### src/rtl/kgp_seq_pkg.sv
// Shared definitions for the instruction sequencer: state codes,
// instruction class codes and the memory-wait timeout default.
package kgp_seq_pkg;

    typedef enum logic [2:0] {
        ST_FETCH  = 3'd0,
        ST_DECODE = 3'd1,
        ST_EXEC   = 3'd2,
        ST_MEM    = 3'd3,
        ST_WB     = 3'd4,
        ST_HALT   = 3'd5,
        ST_ERR    = 3'd6
    } seq_state_t;

    localparam logic [2:0] CLS_ALU    = 3'd0;
    localparam logic [2:0] CLS_LOAD   = 3'd1;
    localparam logic [2:0] CLS_STORE  = 3'd2;
    localparam logic [2:0] CLS_BRANCH = 3'd3;
    localparam logic [2:0] CLS_HALT   = 3'd4;

    localparam int SEQ_TIMEOUT_DEF = 16;

endpackage

### src/rtl/seq_timeout_cnt.sv
// Memory-wait watchdog: counts consecutive wait cycles, flags expiry.
// Ports: clk, rst (async active-low), waiting (in), expire (out).
module seq_timeout_cnt #(
    parameter int LIMIT = 16
) (
    input  logic clk,
    input  logic rst,
    input  logic waiting,
    output logic expire
);

    localparam int CW = $clog2(LIMIT + 1);

    logic [CW-1:0] cnt;

    // Expiry fires on the LIMIT-th consecutive wait cycle.
    assign expire = waiting && (cnt == CW'(LIMIT - 1));

    always_ff @(posedge clk or negedge rst) begin
        if (!rst) begin
            cnt <= '0;
        end else if (waiting) begin
            cnt <= cnt + CW'(1);
        end else begin
            cnt <= '0;
        end
    end

endmodule

### src/rtl/instr_seq_ctrl.sv
// Multi-cycle instruction sequencer: FETCH/DECODE/EXEC/MEM/WB/HALT(/ERR).
// Ports: clk, rst (async active-low); in: instr_cls, alu_done, mem_ack,
//   resume; out: mem_req, mem_we, ir_we, reg_we, flags_we, pc_we, alu_go,
//   illegal, err, state_o.
// Option: define SEQ_MEM_TIMEOUT_EN to add the memory-wait timeout and
//   the sticky ERR state; otherwise err is tied low.
module instr_seq_ctrl
    import kgp_seq_pkg::*;
#(
    parameter int TIMEOUT_CYC = SEQ_TIMEOUT_DEF,
    parameter int CLS_W       = 3
) (
    input  logic             clk,
    input  logic             rst,
    input  logic [CLS_W-1:0] instr_cls,
    input  logic             alu_done,
    input  logic             mem_ack,
    input  logic             resume,
    output logic             mem_req,
    output logic             mem_we,
    output logic             ir_we,
    output logic             reg_we,
    output logic             flags_we,
    output logic             pc_we,
    output logic             alu_go,
    output logic             illegal,
    output logic             err,
    output logic [2:0]       state_o
);

    seq_state_t       state;
    seq_state_t       nxt;
    logic [CLS_W-1:0] cls_q;
    logic             run_q;
    logic             exec_wait_q;
    logic             expire;

    logic dec_ill;
    logic dec_halt;
    logic q_alu;
    logic q_load;
    logic q_store;
    logic q_branch;

    assign dec_ill  = int'(instr_cls) > int'(CLS_HALT);
    assign dec_halt = int'(instr_cls) == int'(CLS_HALT);
    assign q_alu    = int'(cls_q) == int'(CLS_ALU);
    assign q_load   = int'(cls_q) == int'(CLS_LOAD);
    assign q_store  = int'(cls_q) == int'(CLS_STORE);
    assign q_branch = int'(cls_q) == int'(CLS_BRANCH);

`ifdef SEQ_MEM_TIMEOUT_EN
    logic waiting;

    assign waiting = run_q && !mem_ack &&
                     ((state == ST_FETCH) || (state == ST_MEM));

    seq_timeout_cnt #(
        .LIMIT(TIMEOUT_CYC)
    ) u_timeout (
        .clk    (clk),
        .rst    (rst),
        .waiting(waiting),
        .expire (expire)
    );
`else
    logic unused_cfg;

    assign expire     = 1'b0;
    assign unused_cfg = (TIMEOUT_CYC == 0);
`endif

    always_comb begin
        nxt = state;
        unique case (state)
            ST_FETCH: begin
                if (run_q && mem_ack) nxt = ST_DECODE;
            end
            ST_DECODE: begin
                if (dec_ill)       nxt = ST_FETCH;
                else if (dec_halt) nxt = ST_HALT;
                else               nxt = ST_EXEC;
            end
            ST_EXEC: begin
                if (alu_done) begin
                    if (q_alu)                 nxt = ST_WB;
                    else if (q_load || q_store) nxt = ST_MEM;
                    else                       nxt = ST_FETCH;
                end
            end
            ST_MEM: begin
                if (mem_ack) nxt = q_load ? ST_WB : ST_FETCH;
            end
            ST_WB:   nxt = ST_FETCH;
            ST_HALT: begin
                if (resume) nxt = ST_FETCH;
            end
            ST_ERR:  nxt = ST_ERR;
            default: nxt = ST_FETCH;
        endcase
        if (expire) nxt = ST_ERR;
    end

    // run_q holds everything quiet until the first edge after reset,
    // so reset alone drives all outputs low asynchronously.
    always_ff @(posedge clk or negedge rst) begin
        if (!rst) begin
            state       <= ST_FETCH;
            cls_q       <= '0;
            run_q       <= 1'b0;
            exec_wait_q <= 1'b0;
        end else begin
            state       <= nxt;
            run_q       <= 1'b1;
            exec_wait_q <= (state == ST_EXEC) && !alu_done;
            if (state == ST_DECODE) cls_q <= instr_cls;
        end
    end

    always_comb begin
        mem_req  = 1'b0;
        mem_we   = 1'b0;
        ir_we    = 1'b0;
        reg_we   = 1'b0;
        flags_we = 1'b0;
        pc_we    = 1'b0;
        alu_go   = 1'b0;
        illegal  = 1'b0;
        err      = 1'b0;
        unique case (state)
            ST_FETCH: begin
                mem_req = run_q;
                ir_we   = run_q && mem_ack;
            end
            ST_DECODE: begin
                illegal = dec_ill;
                pc_we   = dec_ill;
            end
            ST_EXEC: begin
                alu_go = !exec_wait_q;
                pc_we  = alu_done && q_branch;
            end
            ST_MEM: begin
                mem_req = 1'b1;
                mem_we  = q_store;
                pc_we   = mem_ack && q_store;
            end
            ST_WB: begin
                reg_we   = 1'b1;
                pc_we    = 1'b1;
                flags_we = q_alu;
            end
            ST_ERR:  err = 1'b1;
            default: ;
        endcase
    end

    assign state_o = state;

endmodule

### config.mk
export PLATFORM = sky130hd
export DESIGN_NAME = instr_seq_ctrl
export DESIGN_NICKNAME = d
export VERILOG_FILES = /design/src/rtl/kgp_seq_pkg.sv /design/src/rtl/seq_timeout_cnt.sv /design/src/rtl/instr_seq_ctrl.sv
export SDC_FILE = /design/constraint.sdc
export NUM_CORES = 1
export LEC_CHECK = 0
export BUFFER_PORTS_ARGS = -buffer_cell sky130_fd_sc_hd__clkbuf_2
export CAP_MARGIN = 40
export CELL_PAD_IN_SITES_DETAIL_PLACEMENT = 2
export CELL_PAD_IN_SITES_GLOBAL_PLACEMENT = 2
export CORE_MARGIN = 1.5
export CORE_UTILIZATION = 24
export CTS_CLUSTER_SIZE = 14
export DETAILED_ROUTE_END_ITERATION = 6
export PLACE_DENSITY = 0.71
export SYNTH_ARGS = -nofsm -noshare
export SYNTH_HDL_FRONTEND = slang
export SYNTH_HIERARCHICAL = 1
export SYNTH_SLANG_ARGS = --single-unit
### constraint.sdc
create_clock -name clk -period 1.4 [get_ports clk]
set_input_delay 0.28 -clock clk [delete_from_list [all_inputs] [get_ports clk]]
set_output_delay 0.28 -clock clk [all_outputs]
set_load 0.05 [all_outputs]
After elaboration in Yosys (flattened, before gate mapping)
Cells that the tools add are included.
{"block": "totals", "reg_bits": 8, "latchBits": 0, "mem_bits_rw": 0, "mem_bits_ro": 0, "input_bits": 8, "out_inout_bits": 12, "word_cells": 48, "memories": 0}
{"block": "op_classes", "add_sub_neg": 0, "mul": 0, "div": 0, "magnitude_cmp": 1, "n_eq_ne": 14, "n_shift": 0, "n_mux": 19, "bitwise_logic": 0, "reduce_logical": 10}
{"op": "$mux 3", "n": 8}
{"op": "$eq 3x3->1 const B", "n": 6}
{"op": "$pmux 3 s6", "n": 1}
{"op": "$eq 3x2->1 const B", "n": 3}
{"op": "$ne 2x2->1 const B", "n": 4}
{"op": "$mux 1", "n": 7}
{"op": "$logic_not 3->1", "n": 2}
{"op": "$logic_and 1x1->1", "n": 4}
{"op": "$pmux 1 s4", "n": 1}
{"op": "$reduce_and 4->1", "n": 1}
{"op": "$eq 3x1->1 const B", "n": 1}
{"op": "$gt 3x3->1 const B", "n": 1}
{"op": "$logic_not 1->1", "n": 2}
{"op": "$mux 2", "n": 1}
{"op": "$pmux 1 s2", "n": 1}
{"op": "$logic_or 1x1->1", "n": 1}

Longest topological paths before layout
{"block": "logic_depth", "depth_word": 6, "mapped_depth": 5, "depth_no_buf": 4}

Worst setup path after synthesis
OpenSTA, ideal clock, no wires.
{"block": "synth_path", "kind": "register to output", "startpoint": "reg state[2], in the netlist state_o[2]", "endpoint": "out flags_we", "arrival_time_ns": 3.422, "t_required_ns": 1.120, "path_slack_ns": -2.302, "path_stages_with_launch": 5, "n_path_buf": 1, "cell_sequence": "dfrtp_1 -> buf_6 -> nor2b_4 -> nor2b_1 -> nor4b_1"}
{"block": "synth_via", "elab_chain_cells": 2}
{"item": "from (decl)", "line_no": "instr_seq_ctrl.sv:31", "rtl": "seq_state_t state;"}
{"item": "from (signal assigned)", "line_no": "instr_seq_ctrl.sv:113", "rtl": "state <= nxt;"}
{"item": "$eq 3x3->1", "line_no": "instr_seq_ctrl.sv:130", "rtl": "unique case (state)"}
{"item": "$mux 1", "line_no": "instr_seq_ctrl.sv:130"}
{"item": "to (decl)", "line_no": "instr_seq_ctrl.sv:23", "rtl": "output logic flags_we,"}
No other way between the ends.

Worst setup path after layout
{"block": "layout_path", "startpoint": "reg state[2], in the netlist state_o[2]", "endpoint": "out pc_we"}
{"block": "layout_via", "elab_chain_cells": 2, "elab_cells_between_ends": 5, "classes_between": "eq/ne: 4; mux: 1"}
{"item": "$eq 3x3->1 (tied with other cells)", "line_no": "instr_seq_ctrl.sv:130"}
{"item": "$pmux 1 s4 (*)", "line_no": "instr_seq_ctrl.sv:130"}
{"item": "to (decl)", "line_no": "instr_seq_ctrl.sv:24", "rtl": "output logic pc_we,"}
Mark *: on every way between the ends. The rest lies on a longest branch, timed or not.

==> impl_metrics.toml <==
[outcome]
status = "complete, but fails checks"
violations = "setup timing"

[cells_and_area]
diodes = 0
drive_gt1_share_pct = 71.79
final_nets = 126
finalInstanceArea_mm2 = 0.001358
fin_cells = 145
final.fill_count = 201
areaGrowthSynthToFinish_pct = 135.9

[power_and_ir_drop]
switchingPower_uw = 1552
p_per_area_mw_per_mm2 = 2395
p_clk_share_pct = 7.1
switching_share_pct = 47.75
p_leak_uw = 0.0005947
ir_worst_vdd_uv = 1330
combPwrFrac_pct = 78.4
pwr-share-seq_pct = 14.5
power_uw = 3251
cellInternalPower_uw = 1699

[yosys]
synth-main-ff-cell = "dfrtp_1"
netlist_top_cells_count = "nor2_1 (9), dfrtp_1 (8), nand2_1 (5)"
synth_area_leader_cell = "dfrtp_1"
ys_ff_latch = 8
yosysTopAreaCellShare_pct = 34.78
yosys_warnings = 6
synth_edf_count = 0
synthArstFlopShare_pct = 100.0
syn-num-nets = 72
synth_cells = 64
yosys-top-cells-area = "dfrtp_1 (35%), nor2_1 (5.9%), mux2_2 (5.9%)"
synth.most_common_cell = "nor2_1"
syn_area_um2 = 575.6
syn_avg_cell_area_um2 = 8.993
synth.distinct_cells = 33
synth-seq-area-share_pct = 34.78

[global_route]
grt_overflow = 0
grt_pass1_vias = 856
grt_max_degree = 9
grt_pass1_wl_mm = 4.788
grtUsageTotal_pct = 26.00
antenna_found_initial = 0

[clock_tree]
clock-sinks = 8
clk_pin_slew_ns = 0.08
clk_path_buf_depth = 2
insertion_delay_ns = 0.28
numCtsBuffers = 3
cts_root_buf = "clkbuf_4"
h-tree-depth = 1
cts_tree = "yes"

[setup_path]
cp-end-kind = "output port"
path_max_fanout = 3
rr_worst_depth = 6
required_ns = 1.12
criticalPathCategory = "flop to output port"
r2r_end = "cls_q[2]"
cp-start-kind = "flop"
r2r_slack_ns = -0.13
reg2reg_from = "state_o[1]"
arrival_ns = 1.60

[hold_path]
hp-start = "alu_done"
min-delay-path-class = "primary input to flop"
hold_depth = 3
min_to = "exec_wait_q"

[placed_design]
io_buffers = 19
place_ws_ns = -0.2835
dp_cells = 131
dp_hpwl_mm = 1.873
placed_cell_area_um2 = 989.7
gp_congestion = 0.8178

[route]
vias_per_cell = 5.193
drt-total-wl_mm = 3.352
drtIter0Drc = 9
drt_first_pass_iters = 4
dr_total_vias = 753
drc_errors = 0
drtAntennaViolNets = 0
wire_per_inst_um = 23.12

[sta]
rsz0062_at_grt = "yes"
fin_crit_ns = 1.878
finalSetupViolations = 16
finalHoldViolCount = 0
worst_slack_ns = -0.4778
skew_ns = 0.005030
timing.final.crit_share_pct = 134.1
max_freq_ghz = 0.5325
maxSlewViolCount = 0
holdWs_ns = 0.3258

[floorplanning]
rows = 17
ios = 20
die_w_um = 51.97
die-area_mm2 = 0.002701
die_h_um = 51.97
core_mm2 = 0.002233
initial_utilization_pct = 25.77

[flow_run]
cap_violations = 0
==> flip-flops by register name, indices dropped and copies added (netlist names) <==
signal       count
cls_q            3
exec_wait_q      1
run_q            1
state_o          3
==> per-stage QoR <==
step | util, % | setup TNS, ns
6_report | 60.78 | -4.064
2_1_floorplan | - | -3.787
4_1_cts | 55.91 | -3.160
3_3_place_gp | 44.31 | -0.6875
5_1_grt | 60.78 | -4.899
3_5_place_dp | 44.31 | -1.252
==> power by group through the flow <==
| stage | sequential, uW | clock [uW] | combinational [uW] |
|---|---|---|---|
| 2_1_floorplan | 586 | 0 | 930 |
| 3_3_place_gp | 475 | 0 | 1630 |
| 3_5_place_dp | 483 | 0 | 1700 |
| 4_1_cts | 460 | 209 | 2230 |
| 5_1_grt | 482 | 240 | 2650 |
| 6_report | 473 | 230 | 2550 |
==> routing by layer <==
metal	global-route usage [%]	part of all wire, %
met1	30.04	38
met2	50.21	54
met3	4.023	4.1
met4	3.947	3.8
met5	0	0
==> placed cells by master, fill, tap and decap left out, drive strengths merged, types with 2 or more instances in the layout <==
master / n
nand2: 5
a21oi: 4
buf: 40
dfrtp: 8
inv: 2
nor2: 9
a31oi: 4
nor2b: 2
nor4b: 2
clkbuf: 16
o21ai: 2
mux2: 3
nor4: 2
==> cells by family (layout without fill, tap and decap cells) <==
kind of cell / after synthesis / after routing / share of synthesized area, %
AOI/OAI and AO/OA: 14 / 14 / 14.78
other: 1 / 1 / 0.6515
DFF: 8 / 8 / 34.78
xor gates and xnor gates: 1 / 1 / 1.522
muxes: 4 / 4 / 7.608
buffers and inverters: 6 / 59 / 7.391
and+or+nand+nor: 30 / 30 / 33.26
==> layout make-up <==
| type | instances | area (um2) | share of cell area [%] |
|---|---|---|---|
| Sequential cell | 8 | 203.9 | 15.02 |
| Tap cell | 28 | 35.03 | 2.581 |
| Clock buffer | 4 | 26.28 | 1.935 |
| Inverter | 2 | 7.507 | 0.5530 |
| Multi-Input combinational cell | 50 | 505.5 | 37.24 |
| Timing Repair Buffer | 53 | 579.3 | 42.67 |
==> worst max path at each step <==
stage	start	to	cells after the start
after floorplan	state_o[2]	flags_we	4
after global placement	state_o[2]	pc_we	5
after detailed placement	state_o[0]	pc_we	5
after CTS	state_o[2]	pc_we	5
after global routing	state_o[0]	mem_req	5
final	state_o[2]	pc_we	5
==> worst max-delay path, stage by stage (launching register included) <==
cell       delay (ns)
dfrtp_2          0.42
buf_6            0.14
nand2b_4         0.17
nor4_4           0.24
a211o_4          0.20
clkbuf_16        0.15
==> what timing repair did <==
action,4_1_cts,5_1_grt
pin swaps,8,7
hold buffers,1,0
setup buffers,6,6
hold endpoints to repair,8,0
gates resized for setup,36,18
endpoints found under the setup margin,16,18
No activity file was read; power rests on OpenSTA's default activity.
